### config.mk
export PLATFORM = sky130hd
export DESIGN_NAME = des_key_sched_seq
export DESIGN_NICKNAME = d
export VERILOG_FILES = /design/src/rtl/des_key_sched_seq.sv
export SDC_FILE = /design/constraint.sdc
export NUM_CORES = 1
export LEC_CHECK = 0
export ABC_AREA = 1
export BUFFER_PORTS_ARGS = -buffer_cell sky130_fd_sc_hd__clkbuf_2
export CAP_MARGIN = 25
export CORE_MARGIN = 3
export CORE_UTILIZATION = 55
export DETAILED_ROUTE_END_ITERATION = 6
export PLACE_DENSITY = 0.81
export SETUP_SLACK_MARGIN = 0.02
export SYNTH_ARGS = -nofsm -noshare
export SYNTH_HDL_FRONTEND = slang
export SYNTH_SLANG_ARGS = --single-unit
### constraint.sdc
create_clock -name clk -period 7.5 [get_ports clk]
set_input_delay 0 -clock clk [delete_from_list [all_inputs] [get_ports clk]]
set_output_delay 0 -clock clk [all_outputs]
set_load 0.005 [all_outputs]
### src/rtl/des_key_sched_seq.sv
// Sequential DES key schedule: PC-1 on start, then one PC-2 subkey per accepted beat, K1..K16 or K16..K1.
// First subkey is valid the cycle after start; under k_ready low, k, k_round and the C/D halves hold.
module des_key_sched_seq (
  input  logic        clk,
  input  logic        rst_n,
  input  logic        start,
  input  logic        decrypt,
  input  logic [0:63] key,
  output logic        busy,
  output logic [0:47] k,
  output logic [3:0]  k_round,
  output logic        k_valid,
  input  logic        k_ready,
  output logic        done
);

  typedef enum logic {IDLE, RUN} state_t;

  // Permutation tables hold the FIPS 46-3 entries minus one, so they index bit vectors directly.
  localparam logic [5:0] PC1_IDX [56] = '{
    56, 48, 40, 32, 24, 16,  8,  0, 57, 49, 41, 33, 25, 17,
     9,  1, 58, 50, 42, 34, 26, 18, 10,  2, 59, 51, 43, 35,
    62, 54, 46, 38, 30, 22, 14,  6, 61, 53, 45, 37, 29, 21,
    13,  5, 60, 52, 44, 36, 28, 20, 12,  4, 27, 19, 11,  3};

  localparam logic [5:0] PC2_IDX [48] = '{
    13, 16, 10, 23,  0,  4,  2, 27, 14,  5, 20,  9,
    22, 18, 11,  3, 25,  7, 15,  6, 26, 19, 12,  1,
    40, 51, 30, 36, 46, 54, 29, 39, 50, 44, 32, 47,
    43, 48, 38, 55, 33, 52, 45, 41, 49, 35, 28, 31};

  function automatic logic [0:55] pc1(input logic [0:63] kin);
    logic [0:55] r;
    for (int i = 0; i < 56; i++) r[i] = kin[PC1_IDX[i]];
    return r;
  endfunction

  function automatic logic [0:47] pc2(input logic [0:55] cd);
    logic [0:47] r;
    for (int i = 0; i < 48; i++) r[i] = cd[PC2_IDX[i]];
    return r;
  endfunction

  function automatic logic [0:27] rot_half(input logic [0:27] h, input logic right, input logic two);
    case ({right, two})
      2'b00:   return {h[1:27], h[0]};
      2'b01:   return {h[2:27], h[0:1]};
      2'b10:   return {h[27], h[0:26]};
      default: return {h[26:27], h[0:25]};
    endcase
  endfunction

  // Each half wraps on its own; bits never cross the C/D boundary.
  function automatic logic [0:55] rot_cd(input logic [0:55] cd, input logic right, input logic two);
    return {rot_half(cd[0:27], right, two), rot_half(cd[28:55], right, two)};
  endfunction

  // Rounds 1, 2, 9 and 16 shift by one; all others by two.
  function automatic logic shift_two(input logic [4:0] s);
    return !(s == 5'd1 || s == 5'd2 || s == 5'd9 || s == 5'd16);
  endfunction

  state_t      state_q, state_d;
  logic [0:55] cd_q, cd_d;
  logic [4:0]  j_q, j_d;
  logic        dir_q, dir_d;
  logic        done_q, done_d;
  logic [4:0]  shift_idx;

  always_ff @(posedge clk or negedge rst_n) begin
    if (!rst_n) begin
      state_q <= IDLE;
      cd_q    <= '0;
      j_q     <= '0;
      dir_q   <= 1'b0;
      done_q  <= 1'b0;
    end else begin
      state_q <= state_d;
      cd_q    <= cd_d;
      j_q     <= j_d;
      dir_q   <= dir_d;
      done_q  <= done_d;
    end
  end

  // Decrypt walks CD16 back to CD1, undoing the shift of the round just issued.
  assign shift_idx = dir_q ? (5'd17 - j_q) : (j_q + 5'd1);

  always_comb begin
    state_d = state_q;
    cd_d    = cd_q;
    j_d     = j_q;
    dir_d   = dir_q;
    done_d  = 1'b0;
    case (state_q)
      IDLE: begin
        if (start) begin
          dir_d   = decrypt;
          cd_d    = decrypt ? pc1(key) : rot_cd(pc1(key), 1'b0, 1'b0);
          j_d     = 5'd1;
          state_d = RUN;
        end
      end
      RUN: begin
        if (k_ready) begin
          if (j_q == 5'd16) begin
            state_d = IDLE;
            done_d  = 1'b1;
          end else begin
            j_d  = j_q + 5'd1;
            cd_d = rot_cd(cd_q, dir_q, shift_two(shift_idx));
          end
        end
      end
      default: state_d = IDLE;
    endcase
  end

  assign k_valid = (state_q == RUN);
  assign busy    = (state_q == RUN);
  assign done    = done_q;
  assign k       = pc2(cd_q);
  assign k_round = (state_q != RUN) ? 4'd0
                 : dir_q ? (4'd0 - j_q[3:0]) : (j_q[3:0] - 4'd1);

endmodule
; ---- Word-level counts from Yosys, hierarchy flattened
; Cells that the tools add are included.
; W data, S select, Z words.
[word_totals]
mem_count = 0
in_bits = 69
rom_bits = 0
regBits = 64
wordCells = 48
latch_bits = 0
output_inout_bits = 55
mem_bits_rw = 0
[op_classes]
n_reduce_logical = 7
n_shift = 0
n_mux = 21
n_eq_ne = 10
mul = 0
bitwise_logic = 1
n_addsub = 4
n_div = 0
magnitude_cmp = 0
[op_table]
columns = operator, n
row1 = $mux W56, 4
row2 = $pmux W28 S3, 2
row3 = $pmux W56 S2, 1
row4 = $mux W5, 4
row5 = $eq A5 B5 Y1 const B, 2
row6 = $pmux W5 S2, 1
row7 = $mux W4, 2
row8 = $mux W1, 6
row9 = $ne A2 B2 Y1 const B, 3
row10 = $add A5 B1 Y5 const B, 1
row11 = $eq A5 B1 Y1 const B, 1
row12 = $eq A5 B2 Y1 const B, 1
row13 = $eq A5 B4 Y1 const B, 1
row14 = $sub A5 B5 Y5 const A, 1
row15 = $sub A1 B4 Y4 const A, 1
row16 = $sub A4 B1 Y4 const B, 1
row17 = $logic_or A1 B1 Y1, 3
row18 = $reduce_and A3 Y1, 1
row19 = $eq A2 B1 Y1 const B, 1
row20 = $eq A2 B2 Y1 const B, 1
row21 = $logic_not A2 Y1, 1
row22 = $pmux W1 S2, 1
row23 = $reduce_and A2 Y1, 1
row24 = $logic_not A1 Y1, 1
row25 = $not A1 Y1, 1

; ---- Longest topological paths before layout
; Gate-level depths: netlist of the first run.
[depth]
ltp_word = 12
depth_mapped = 18
mapped_depth_nobuf = 14

; ---- Worst setup path after synthesis of the first run
; OpenSTA, ideal clock, no wires.
[synth_path]
path_type = register -> register
from = register dir_q
to = register cd_q[4] (netlist bit)
path_buffers = 6
required_time_ns = 7.377
path_slack_ns = 4.997
setup_ns = 0.123
path_stages_with_launch = 18
arrival_time_ns = 2.380
synth_period_minus_slack_ns = 2.503
cell_sequence = dfrtp_1 -> buf_4 -> inv_2 -> buf_6 -> clkbuf_1 -> buf_1 -> ha_1 -> nor2_1 -> nand2_1 -> o21bai_2 -> nand2_4 -> nand3_2 -> buf_4 -> buf_6 -> o21ai_1 -> inv_1 -> nand2_1 -> a21oi_1
[synth_via]
elab_chain_cells = 11
word_cells_on_any_way = 16
cone_classes = eq/ne: 6 / mux: 5 / reduce/logical: 5
[synth_rtl]
columns = element, line
row1 = from (decl), 66  ; logic dir_q, dir_d;
row2 = from (signal assigned), 81  ; dir_q <= dir_d;
row3 = $mux W5, 87  ; assign shift_idx = dir_q ? (5'd17 - j_q) : (j_q + 5'd1);
row4 = $eq A5 B1 Y1 / $eq A5 B2 Y1 (equally long branches), 60  ; return !(s == 5'd1 || s == 5'd2 || s == 5'd9 || s == 5'd16);
row5 = $logic_or A1 B1 Y1 (3 in a row), 60
row6 = $logic_not A1 Y1, 60
row7 = $eq A2 B2 Y1 (tied with other cells), 45  ; case ({right, two})
row8 = $pmux W28 S3 *, 45
row9 = $mux W56 *, 106  ; if (j_q == 5'd16) begin
row10 = $mux W56 *, 105  ; if (k_ready) begin
row11 = $pmux W56 S2 *, 95  ; case (state_q)
row12 = to (signal assigned), 73  ; cd_q <= '0;
row13 = to (signal assigned), 79  ; cd_q <= cd_d;
row14 = to (decl), 64  ; logic [0:55] cd_q, cd_d;
; Mark *: on every way between the ends. The rest lies on a longest branch, timed or not. The select of a mux whose other input is x is not followed.
; A chain may end at the register's enable or synchronous reset.

; ---- Worst setup path in the final report of the first run
; Ends and elaborated chain as after synthesis.

==> results of run 1 <==
==> layout by cell type (no fill, tap or decap), drive strengths merged <==
master       instances
clkinv               4
nor3                 1
clkbuf             126
or2                  1
a21oi               81
a31oi               53
nor2                67
nand4               42
o22ai                5
o211ai              10
o21ai               72
ha                   7
dfrtp               64
o21bai               1
nand2              242
clkinvlp             1
nand3              136
buf                 10
dlygate4sd3          3
inv                154
==> worst paths after layout <==
check,to
worst max register to register,cd_q[4]$_DFFE_PN0P_
worst max-delay path,cd_q[4]$_DFFE_PN0P_
worst min register to register,cd_q[0]$_DFFE_PN0P_
max in group asynchronous,dir_q$_DFFE_PN0P_
worst min-delay path,cd_q[21]$_DFFE_PN0P_
min in group asynchronous,cd_q[19]$_DFFE_PN0P_
==> area by class of cell <==
cell class | count | area [um2] | share of cell area, %
multi-input combinational | 718 | 3470 | 51.1
sequential | 64 | 1600 | 23.6
timing repair buffer | 127 | 686 | 10.1
inverter | 156 | 586 | 8.61
clock buffer | 12 | 256 | 3.77
tap | 140 | 175 | 2.58
clock inverter | 3 | 17.5 | 0.258
==> routing by layer <==
metal | share of wire (%) | wire [um] | up-vias | GRT usage (%)
met5 | 0 | 0 | - | 0
met4 | 0.89 | 152 | 0 | 5.07
met3 | 7.5 | 1290 | 13 | 3.77
met2 | 45 | 7720 | 249 | 41.0
met1 | 46 | 7960 | 3108 | 40.4
li1 | - | - | 3468 | -
==> registers in the layout, summed over array words and instances (netlist names) <==
| register | flops |
|---|---|
| busy | 1 |
| cd_q | 56 |
| dir_q | 1 |
| done | 1 |
| j_q | 5 |
==> cell families after synthesis <==
group	after synthesis	share of synthesized area, %
simple gates	489	33.9
flops	64	25.0
buf+inv	290	20.8
fa+ha+maj	7	1.37
compound gates	222	19.0
==> power by group <==
| group | total (W) | internal, W | switching (W) |
|---|---|---|---|
| Sequential | 0.000778 | 0.000521 | 0.000257 |
| Combinational | 0.00232 | 0.000831 | 0.00148 |
| Clock | 0.000393 | 0.000239 | 0.000154 |
==> metrics by stage <==
stage,instance area [um2],hold slack [ns],util (%)
global placement,6470,0.243,58.2
finish,6800,0.0820,61.1
detailed placement,6470,0.256,58.2
CTS,6780,0.0816,60.9
global route,6800,0.115,61.1
floorplan,6410,-0.296,-
==> repair_timing <==
item	4_1_cts	5_1_grt
gates resized for setup	0	0
endpoints found under the hold margin	67	0
hold buffers	3	0
==> critical path, cell delays in order (launching register included) <==
cell	delay [ns]
dfrtp_2	0.34
buf_4	0.69
inv_2	0.35
ha_1	0.32
nor3_2	0.22
nand3_4	0.51
nand2_4	0.95
inv_2	0.41
o21ai_0	0.18
nand3_1	0.09
nand2_1	0.08
a21oi_1	0.06
==> results.sh, run 1 <==
export IMPL_dr_first_iter_drc_count=607
export IMPL_hp_start="key[18]"
export IMPL_die_h_um=114
export IMPL_r2r_cells=11
export IMPL_ys_async_sr_fraction_pct=100
export IMPL_die_x_um=114
export IMPL_track_usage_pct=26.7
export IMPL_arrival_ns=4.61
export IMPL_r2r_start="dir_q$_DFFE_PN0P_"
export IMPL_grt_pass1_vias=5938
export IMPL_insertion_delay_ns=0.33
export IMPL_power_w=0.00349
export IMPL_yosysTopAreaCell="dfrtp_1"
export IMPL_synth_nets=1148
export IMPL_start_util_pct=57.6
export IMPL_vias=6838
export IMPL_ir_drop_mv=0.366
export IMPL_grt_overflow=0
export IMPL_avgSynthCellArea_um2=5.98
export IMPL_synth_distinct_cells=28
export IMPL_hp_class="in2reg"
export IMPL_grt_pass1_wl_mm=29.5
export IMPL_status="completed"
export IMPL_finalSetupViolations=0
export IMPL_finalMaxSlewViolations=0
export IMPL_coreArea_mm2=0.0111
export IMPL_whs_path_depth=5
export IMPL_pre_cts_slack_ns=3.20
export IMPL_routabilityCongestion=0.869
export IMPL_totalWireLength_mm=17.1
export IMPL_synth_seq_area_share_pct=25.0
export IMPL_place_inst=1201
export IMPL_drc_errors=0
export IMPL_cts_tree="yes"
export IMPL_yosysWarnings=0
export IMPL_dr_pass1_iters=5
export IMPL_syn2layout_area_growth_pct=6.13
export IMPL_required_ns=7.70
export IMPL_root_buffer="clkbuf_16"
export IMPL_dp_hpwl_mm=10.2
export IMPL_path_class="reg2reg"
export IMPL_n_antenna_cell=0
export IMPL_total_leakage_power_nw=3.62
export IMPL_rsz0062_at_grt="false"
export IMPL_num_fill_cells=1133
export IMPL_cts_max_path_buffers=2
export IMPL_tns_ns=0
export IMPL_p_per_area_mw_per_mm2=513
export IMPL_end_kind="flop"
export IMPL_fmaxAchievable_ghz=0.227
export IMPL_finalNonFillerCells=1220
export IMPL_postCtsSetupRepairBufs=0
export IMPL_startpoint="dir_q$_DFFE_PN0P_"
export IMPL_rrSetupSlack_ns=3.09
export IMPL_synth_cells=1072
export IMPL_cts_sinks=64
export IMPL_clock_skew_ns=0.00828
export IMPL_wire_per_inst_um=14.0
export IMPL_synth_commonest_cells="nand2_1 (239), inv_1 (147), nand3_1 (132), a21oi_1 (81), o21ai_0 (66)"
export IMPL_htreeDepth=3
export IMPL_drv_cap=0
export IMPL_ys_flop_type="dfrtp_1"
export IMPL_yosys_cell_count_top_type="nand2_1"
export IMPL_cp_start_kind="flop"
export IMPL_dieArea_mm2=0.0130
export IMPL_synth_seq_cells=64
export IMPL_viasPerCell=5.60
export IMPL_fin_crit_ns=4.41
export IMPL_io_buffers=115
export IMPL_hold_violations=0
export IMPL_io_pins=124
export IMPL_clk_pin_slew_ns=0.06
export IMPL_synthTopCellsByArea="dfrtp_1 (25%), nand2_1 (14%), nand3_1 (10%)"
export IMPL_cp_max_fo=99
export IMPL_drive_gt1_share_pct=14.8
export IMPL_setup_ws_ns=3.09
export IMPL_netlist_area_mm2=0.00641
export IMPL_antenna_left=0
export IMPL_cts_buffers=9
export IMPL_relSlewSlack_pct=31.4
export IMPL_antenna_found_initial=0
export IMPL_worst_pin_slew_ns=1.03
export IMPL_synth_edf_count=0
export IMPL_grt_max_degree=100
export IMPL_synth_top_area_share_pct=25.0
export IMPL_layout_nets=1152
export IMPL_timing_final_crit_share_pct=58.8
export IMPL_placementRows=38
Note: power is estimated with default switching activity, not from simulation.
==> run 2, diff against run 1 <==
Clock period 7.5 ns to 4.3 ns, I/O delays scaled along.
==> results.sh, run 2 (synthesis results as in run 1) <==
export IMPL_path_buf_inv=2
export IMPL_finalNonFillerCells=1224
export IMPL_insertion_delay_ns=0.33
export IMPL_start_util_pct=57.6
export IMPL_clk_pin_slew_ns=0.05
export IMPL_final_area_mm2=0.00688
export IMPL_path_depth=13
export IMPL_largest_reg_flops=56
export IMPL_area_sequential_mm2=0.00160
export IMPL_drv_cap=0
export IMPL_cts_sinks=64
export IMPL_grt_overflow=0
export IMPL_dpl_instance_area_mm2=0.00650
export IMPL_n_antenna_cell=0
export IMPL_swShare_pct=53.3
export IMPL_required_ns=4.56
export IMPL_holdWs_ns=0.0725
export IMPL_status="completed"
export IMPL_drc_errors=0
export IMPL_final_common_cell="nand2_1"
export IMPL_ir_drop_mv=0.536
export IMPL_rrSetupSlack_ns=0.81
export IMPL_worst_pin_slew_ns=0.955
export IMPL_tns_ns=0
export IMPL_postCtsSetupRepairBufs=0
export IMPL_wire_per_inst_um=14.0
export IMPL_dp_hpwl_mm=10.6
export IMPL_max_stage_delay_ns=0.66
export IMPL_path_delay_family="simple AND/OR/NAND/NOR gates"
export IMPL_syn2layout_area_growth_pct=7.34
export IMPL_finalMaxSlewViolations=0
export IMPL_totalWireLength_mm=17.1
export IMPL_io_buffers=115
export IMPL_cts_hold_buf=3
export IMPL_cts_resized=0
export IMPL_total_leakage_power_nw=3.66
export IMPL_io_pins=124
export IMPL_largest_register="cd_q"
export IMPL_r2r_end="cd_q[29]$_DFFE_PN0P_"
export IMPL_cts_tree="yes"
export IMPL_root_buffer="clkbuf_16"
export IMPL_p_switching_w=0.00332
export IMPL_whs_path_depth=5
export IMPL_fin_crit_ns=3.49
export IMPL_clock_skew_ns=0.00519
export IMPL_hp_class="in2reg"
export IMPL_antenna_left=0
export IMPL_dr_pass1_iters=5
export IMPL_dr_first_iter_drc_count=624
export IMPL_cp_max_fo=99
export IMPL_track_usage_pct=26.6
export IMPL_die_x_um=114
export IMPL_routabilityCongestion=0.840
export IMPL_p_seq_share_pct=21.9
export IMPL_rsz0062_at_grt="false"
export IMPL_antenna_found_initial=0
export IMPL_holdPathEnd="cd_q[31]$_DFFE_PN0P_"
export IMPL_r2r_start="j_q[0]$_DFFE_PN0P_"
export IMPL_place_inst=1205
export IMPL_grt_pass1_vias=5999
export IMPL_die_h_um=114
export IMPL_end_kind="flop"
export IMPL_r2r_cells=13
export IMPL_power_internal_w=0.00291
export IMPL_hp_start="key[38]"
export IMPL_arrival_ns=3.74
export IMPL_p_per_area_mw_per_mm2=906
export IMPL_viasPerCell=5.65
export IMPL_cts_buffers=9
export IMPL_critPathMostFrequentCell="nand2_1"
export IMPL_pwr_share_comb_pct=65.3
export IMPL_htreeDepth=3
export IMPL_coreArea_mm2=0.0111
export IMPL_relSlewSlack_pct=36.3
export IMPL_utilization_pct=61.8
export IMPL_drive_gt1_share_pct=15.1
export IMPL_fmaxAchievable_ghz=0.287
export IMPL_grt_pass1_wl_mm=29.4
export IMPL_layout_nets=1156
export IMPL_reg_top3="cd_q (56), j_q (5)"
export IMPL_path_cells="inv_1 > ha_1 > nand2_1 > nand2_1 > nand2_1 > o21bai_2 > nand2_4 > nand2_4 > inv_2 > o21ai_0 > nand3_1 > nand2_1 > a21oi_1"
export IMPL_hold_violations=0
export IMPL_most_common_layout_cells="nand2_1 (238), inv_1 (146), nand3_1 (132)"
export IMPL_multiInputGateArea_mm2=0.00347
export IMPL_placementRows=38
export IMPL_num_fill_cells=1128
export IMPL_cts_max_path_buffers=2
export IMPL_dieArea_mm2=0.0130
export IMPL_vias=6920
export IMPL_finalSetupViolations=0
export IMPL_timing_final_crit_share_pct=81.1
export IMPL_grt_max_degree=100
export IMPL_p_clk_share_pct=12.8
export IMPL_path_class="reg2reg"
export IMPL_crit_path_top_delay_cell="nand2_4"
export IMPL_cp_start_kind="flop"
==> run 2: cell count changes in the layout (fill, tap and decap cells not counted) <==
cell | before | now
clkinvlp_4 | 1 | 0
bufinv_16 | 0 | 2
buf_4 | 8 | 12
clkinv_2 | 2 | 1
==> run 2: area by class of cell <==
cell class	count	area share (%)
well taps	140	2.55
flip-flops and latches	64	23.3
multi-input cells	718	50.5
repair buffers	131	10.4
inverters	156	8.52
clock inverters	3	0.946
clock buffers	12	3.73
==> run 2: metal layers <==
metal | global-route usage (%) | vias to the layer above | wire length (um)
li1 | - | 3477 | -
met1 | 40.1 | 3162 | 7970
met2 | 40.6 | 267 | 7540
met3 | 4.14 | 14 | 1430
met4 | 5.54 | 0 | 159
met5 | 0 | - | 0
==> run 2: stage by stage <==
step | worst slack, ns | total power, W
2_1_floorplan | 1.80 | 0.00479
3_3_place_gp | 0.889 | 0.00530
3_5_place_dp | 0.831 | 0.00539
4_1_cts | 0.814 | 0.00621
5_1_grt | 0.462 | 0.00694
6_report | 0.813 | 0.00623
==> run 2: power by group through the flow <==
stage	clock network [W]	logic [W]	registers, W
final	0.000800	0.00407	0.00136
after CTS	0.000809	0.00405	0.00135
after detailed placement	0	0.00403	0.00136
after floorplan	0	0.00358	0.00121
after global placement	0	0.00394	0.00136
after global routing	0.000830	0.00469	0.00143
==> run 2: how the worst max path moves through the flow <==
stage / startpoint / end
2_1_floorplan: dir_q$_DFFE_PN0P_ / cd_q[4]$_DFFE_PN0P_
3_3_place_gp: j_q[0]$_DFFE_PN0P_ / cd_q[54]$_DFFE_PN0P_
3_5_place_dp: j_q[0]$_DFFE_PN0P_ / cd_q[54]$_DFFE_PN0P_
4_1_cts: j_q[0]$_DFFE_PN0P_ / cd_q[54]$_DFFE_PN0P_
5_1_grt: j_q[0]$_DFFE_PN0P_ / cd_q[5]$_DFFE_PN0P_
6_report: j_q[0]$_DFFE_PN0P_ / cd_q[29]$_DFFE_PN0P_
==> run 2: worst reg2reg max path: cells and delay by family, from the launching register on <==
family	cells	cell delay (ns)
AO/OA/AOI/OAI	3	0.38
adder cells (fa/ha/maj)	1	0.34
buffers and inverters	2	0.75
flip-flops	1	0.43
AND/OR/NAND/NOR	7	1.54
==> run 3, diff against run 2 <==
Settings changed: CORE_UTILIZATION 55 to 52.
Clock period 4.3 ns to 2.9 ns, I/O delays scaled along.
==> results.sh, run 3 (synthesis results as in run 1) <==
export IMPL_drc_errors=0
export IMPL_routabilityCongestion=0.891
export IMPL_power_w=0.00931
export IMPL_required_ns=3.11
export IMPL_end_kind="flop"
export IMPL_vias=6950
export IMPL_largest_reg_flops=56
export IMPL_r2r_cells=12
export IMPL_fmaxAchievable_ghz=0.378
export IMPL_htreeDepth=3
export IMPL_ir_drop_mv=0.836
export IMPL_swShare_pct=53.2
export IMPL_hold_violations=0
export IMPL_hp_class="in2reg"
export IMPL_critPathMostFrequentCell="nand2_1"
export IMPL_rsz0062_at_grt="true"
export IMPL_antenna_left=0
export IMPL_rrSetupSlack_ns=0.25
export IMPL_n_antenna_cell=0
export IMPL_io_buffers=115
export IMPL_fin_crit_ns=2.65
export IMPL_placementRows=39
export IMPL_finalSetupViolations=0
export IMPL_holdPathEnd="cd_q[32]$_DFFE_PN0P_"
export IMPL_dp_hpwl_mm=11.0
export IMPL_io_pins=124
export IMPL_p_switching_w=0.00495
export IMPL_grt_pass1_wl_mm=28.7
export IMPL_cts_sinks=64
export IMPL_drv_cap=0
export IMPL_relSlewSlack_pct=33.3
export IMPL_largest_register="cd_q"
export IMPL_clk_pin_slew_ns=0.06
export IMPL_wire_per_inst_um=14.1
export IMPL_cts_tree="yes"
export IMPL_viasPerCell=5.64
export IMPL_max_stage_delay_ns=0.44
export IMPL_totalWireLength_mm=17.4
export IMPL_clock_skew_ns=0.00504
export IMPL_grt_pass1_vias=5894
export IMPL_track_usage_pct=25.4
export IMPL_cts_buffers=9
export IMPL_dieArea_mm2=0.0137
export IMPL_tns_ns=0
export IMPL_p_seq_share_pct=22.0
export IMPL_cts_max_path_buffers=2
export IMPL_p_per_area_mw_per_mm2=1350
export IMPL_grt_max_degree=95
export IMPL_timing_final_crit_share_pct=91.3
export IMPL_antenna_found_initial=0
export IMPL_dr_pass1_iters=5
export IMPL_path_class="reg2reg"
export IMPL_root_buffer="clkbuf_16"
export IMPL_r2r_end="cd_q[30]$_DFFE_PN0P_"
export IMPL_dr_first_iter_drc_count=694
export IMPL_cp_start_kind="flop"
export IMPL_r2r_start="j_q[0]$_DFFE_PN0P_"
export IMPL_whs_path_depth=5
export IMPL_path_cells="inv_1 > ha_1 > nand2_1 > nand2_1 > nand2_1 > o21bai_2 > nand2_4 > nand2_4 > buf_12 > a21oi_1 > o21ai_0 > a21oi_1"
export IMPL_start_util_pct=54.7
export IMPL_most_common_layout_cells="nand2_1 (238), inv_1 (146), nand3_1 (132)"
export IMPL_coreArea_mm2=0.0117
export IMPL_reg_top3="cd_q (56), j_q (5)"
export IMPL_hp_start="key[30]"
export IMPL_final_common_cell="nand2_1"
export IMPL_die_h_um=117
export IMPL_pwr_share_comb_pct=66.6
export IMPL_power_internal_w=0.00435
export IMPL_status="completed"
export IMPL_arrival_ns=2.85
export IMPL_total_leakage_power_nw=3.68
export IMPL_finalMaxSlewViolations=0
export IMPL_grt_overflow=0
export IMPL_insertion_delay_ns=0.33
export IMPL_crit_path_top_delay_cell="dfrtp_1"
export IMPL_cp_max_fo=48
export IMPL_layout_nets=1161
export IMPL_drive_gt1_share_pct=15.6
export IMPL_p_clk_share_pct=11.5
export IMPL_worst_pin_slew_ns=0.998
export IMPL_cts_resized=0
export IMPL_die_x_um=117
export IMPL_syn2layout_area_growth_pct=7.93
-- run 3: cell count changes in the layout (fill, tap and decap cells not counted), sizes merged --
cell,before,now
buf,14,19
bufinv,2,0
clkbuf,126,127
clkinvlp,0,1
-- run 3: routing by layer --
| layer | global-route usage, % | vias to the layer above | part of all wire, % |
|---|---|---|---|
| met5 | 0 | - | 0 |
| met1 | 37.3 | 3138 | 46 |
| li1 | - | 3498 | - |
| met4 | 7.57 | 0 | 1.5 |
| met2 | 39.1 | 297 | 44 |
| met3 | 3.60 | 17 | 7.9 |
-- run 3: power groups by stage --
| stage | clock network [W] | registers (W) | logic, W |
|---|---|---|---|
| floorplan | 0 | 0.00179 | 0.00531 |
| global placement | 0 | 0.00203 | 0.00602 |
| detailed placement | 0 | 0.00204 | 0.00615 |
| CTS | 0.00108 | 0.00203 | 0.00619 |
| global route | 0.00111 | 0.00213 | 0.00710 |
| finish | 0.00107 | 0.00204 | 0.00620 |
-- run 3: critical path: cells and delay by family (launching register included) --
family | cells | cell delay, ns
AO/OA/AOI/OAI | 4 | 0.61
adder cells (fa/ha/maj) | 1 | 0.32
buffers and inverters | 2 | 0.41
flip-flops | 1 | 0.44
AND/OR/NAND/NOR | 5 | 0.73
-- run 3: layout make-up --
cell class              instances  area, um2
well taps                     143        179
clock inverters                 2       12.5
repair buffers                136        778
clock buffers                  13        280
flip-flops and latches         64       1600
multi-input cells             718       3470
fillers                      1194       4800
inverters                     156        586
-- run 3: how the worst max path moves through the flow --
stage / cells after the start / start / endpoint / slack (ns)
after global placement: 12 / j_q[0]$_DFFE_PN0P_ / cd_q[30]$_DFFE_PN0P_ / 0.39
final: 12 / j_q[0]$_DFFE_PN0P_ / cd_q[30]$_DFFE_PN0P_ / 0.25
after floorplan: 17 / dir_q$_DFFE_PN0P_ / cd_q[4]$_DFFE_PN0P_ / 0.40
after detailed placement: 12 / j_q[0]$_DFFE_PN0P_ / cd_q[43]$_DFFE_PN0P_ / 0.29
after CTS: 12 / j_q[0]$_DFFE_PN0P_ / cd_q[43]$_DFFE_PN0P_ / 0.28
after global routing: 13 / j_q[0]$_DFFE_PN0P_ / cd_q[54]$_DFFE_PN0P_ / 0.02
-- run 3: through the flow --
step	worst slack, ns	instance area [um2]	hold WS (ns)	util [%]	instances
after floorplan	0.397	6410	-0.296	-	1072
after global placement	0.386	6590	0.0836	56.3	1214
after detailed placement	0.294	6590	0.0898	56.3	1214
after CTS	0.281	6910	0.0691	59.0	1232
after global routing	0.0159	6910	0.114	59.0	1232
final	0.254	6910	0.0751	59.0	1232
-- run 3: repair_timing --
action,in CTS,in global routing
hold buffers,3,0
setup buffers,0,0
endpoints found under the setup margin,0,1
hold endpoints to repair,30,0
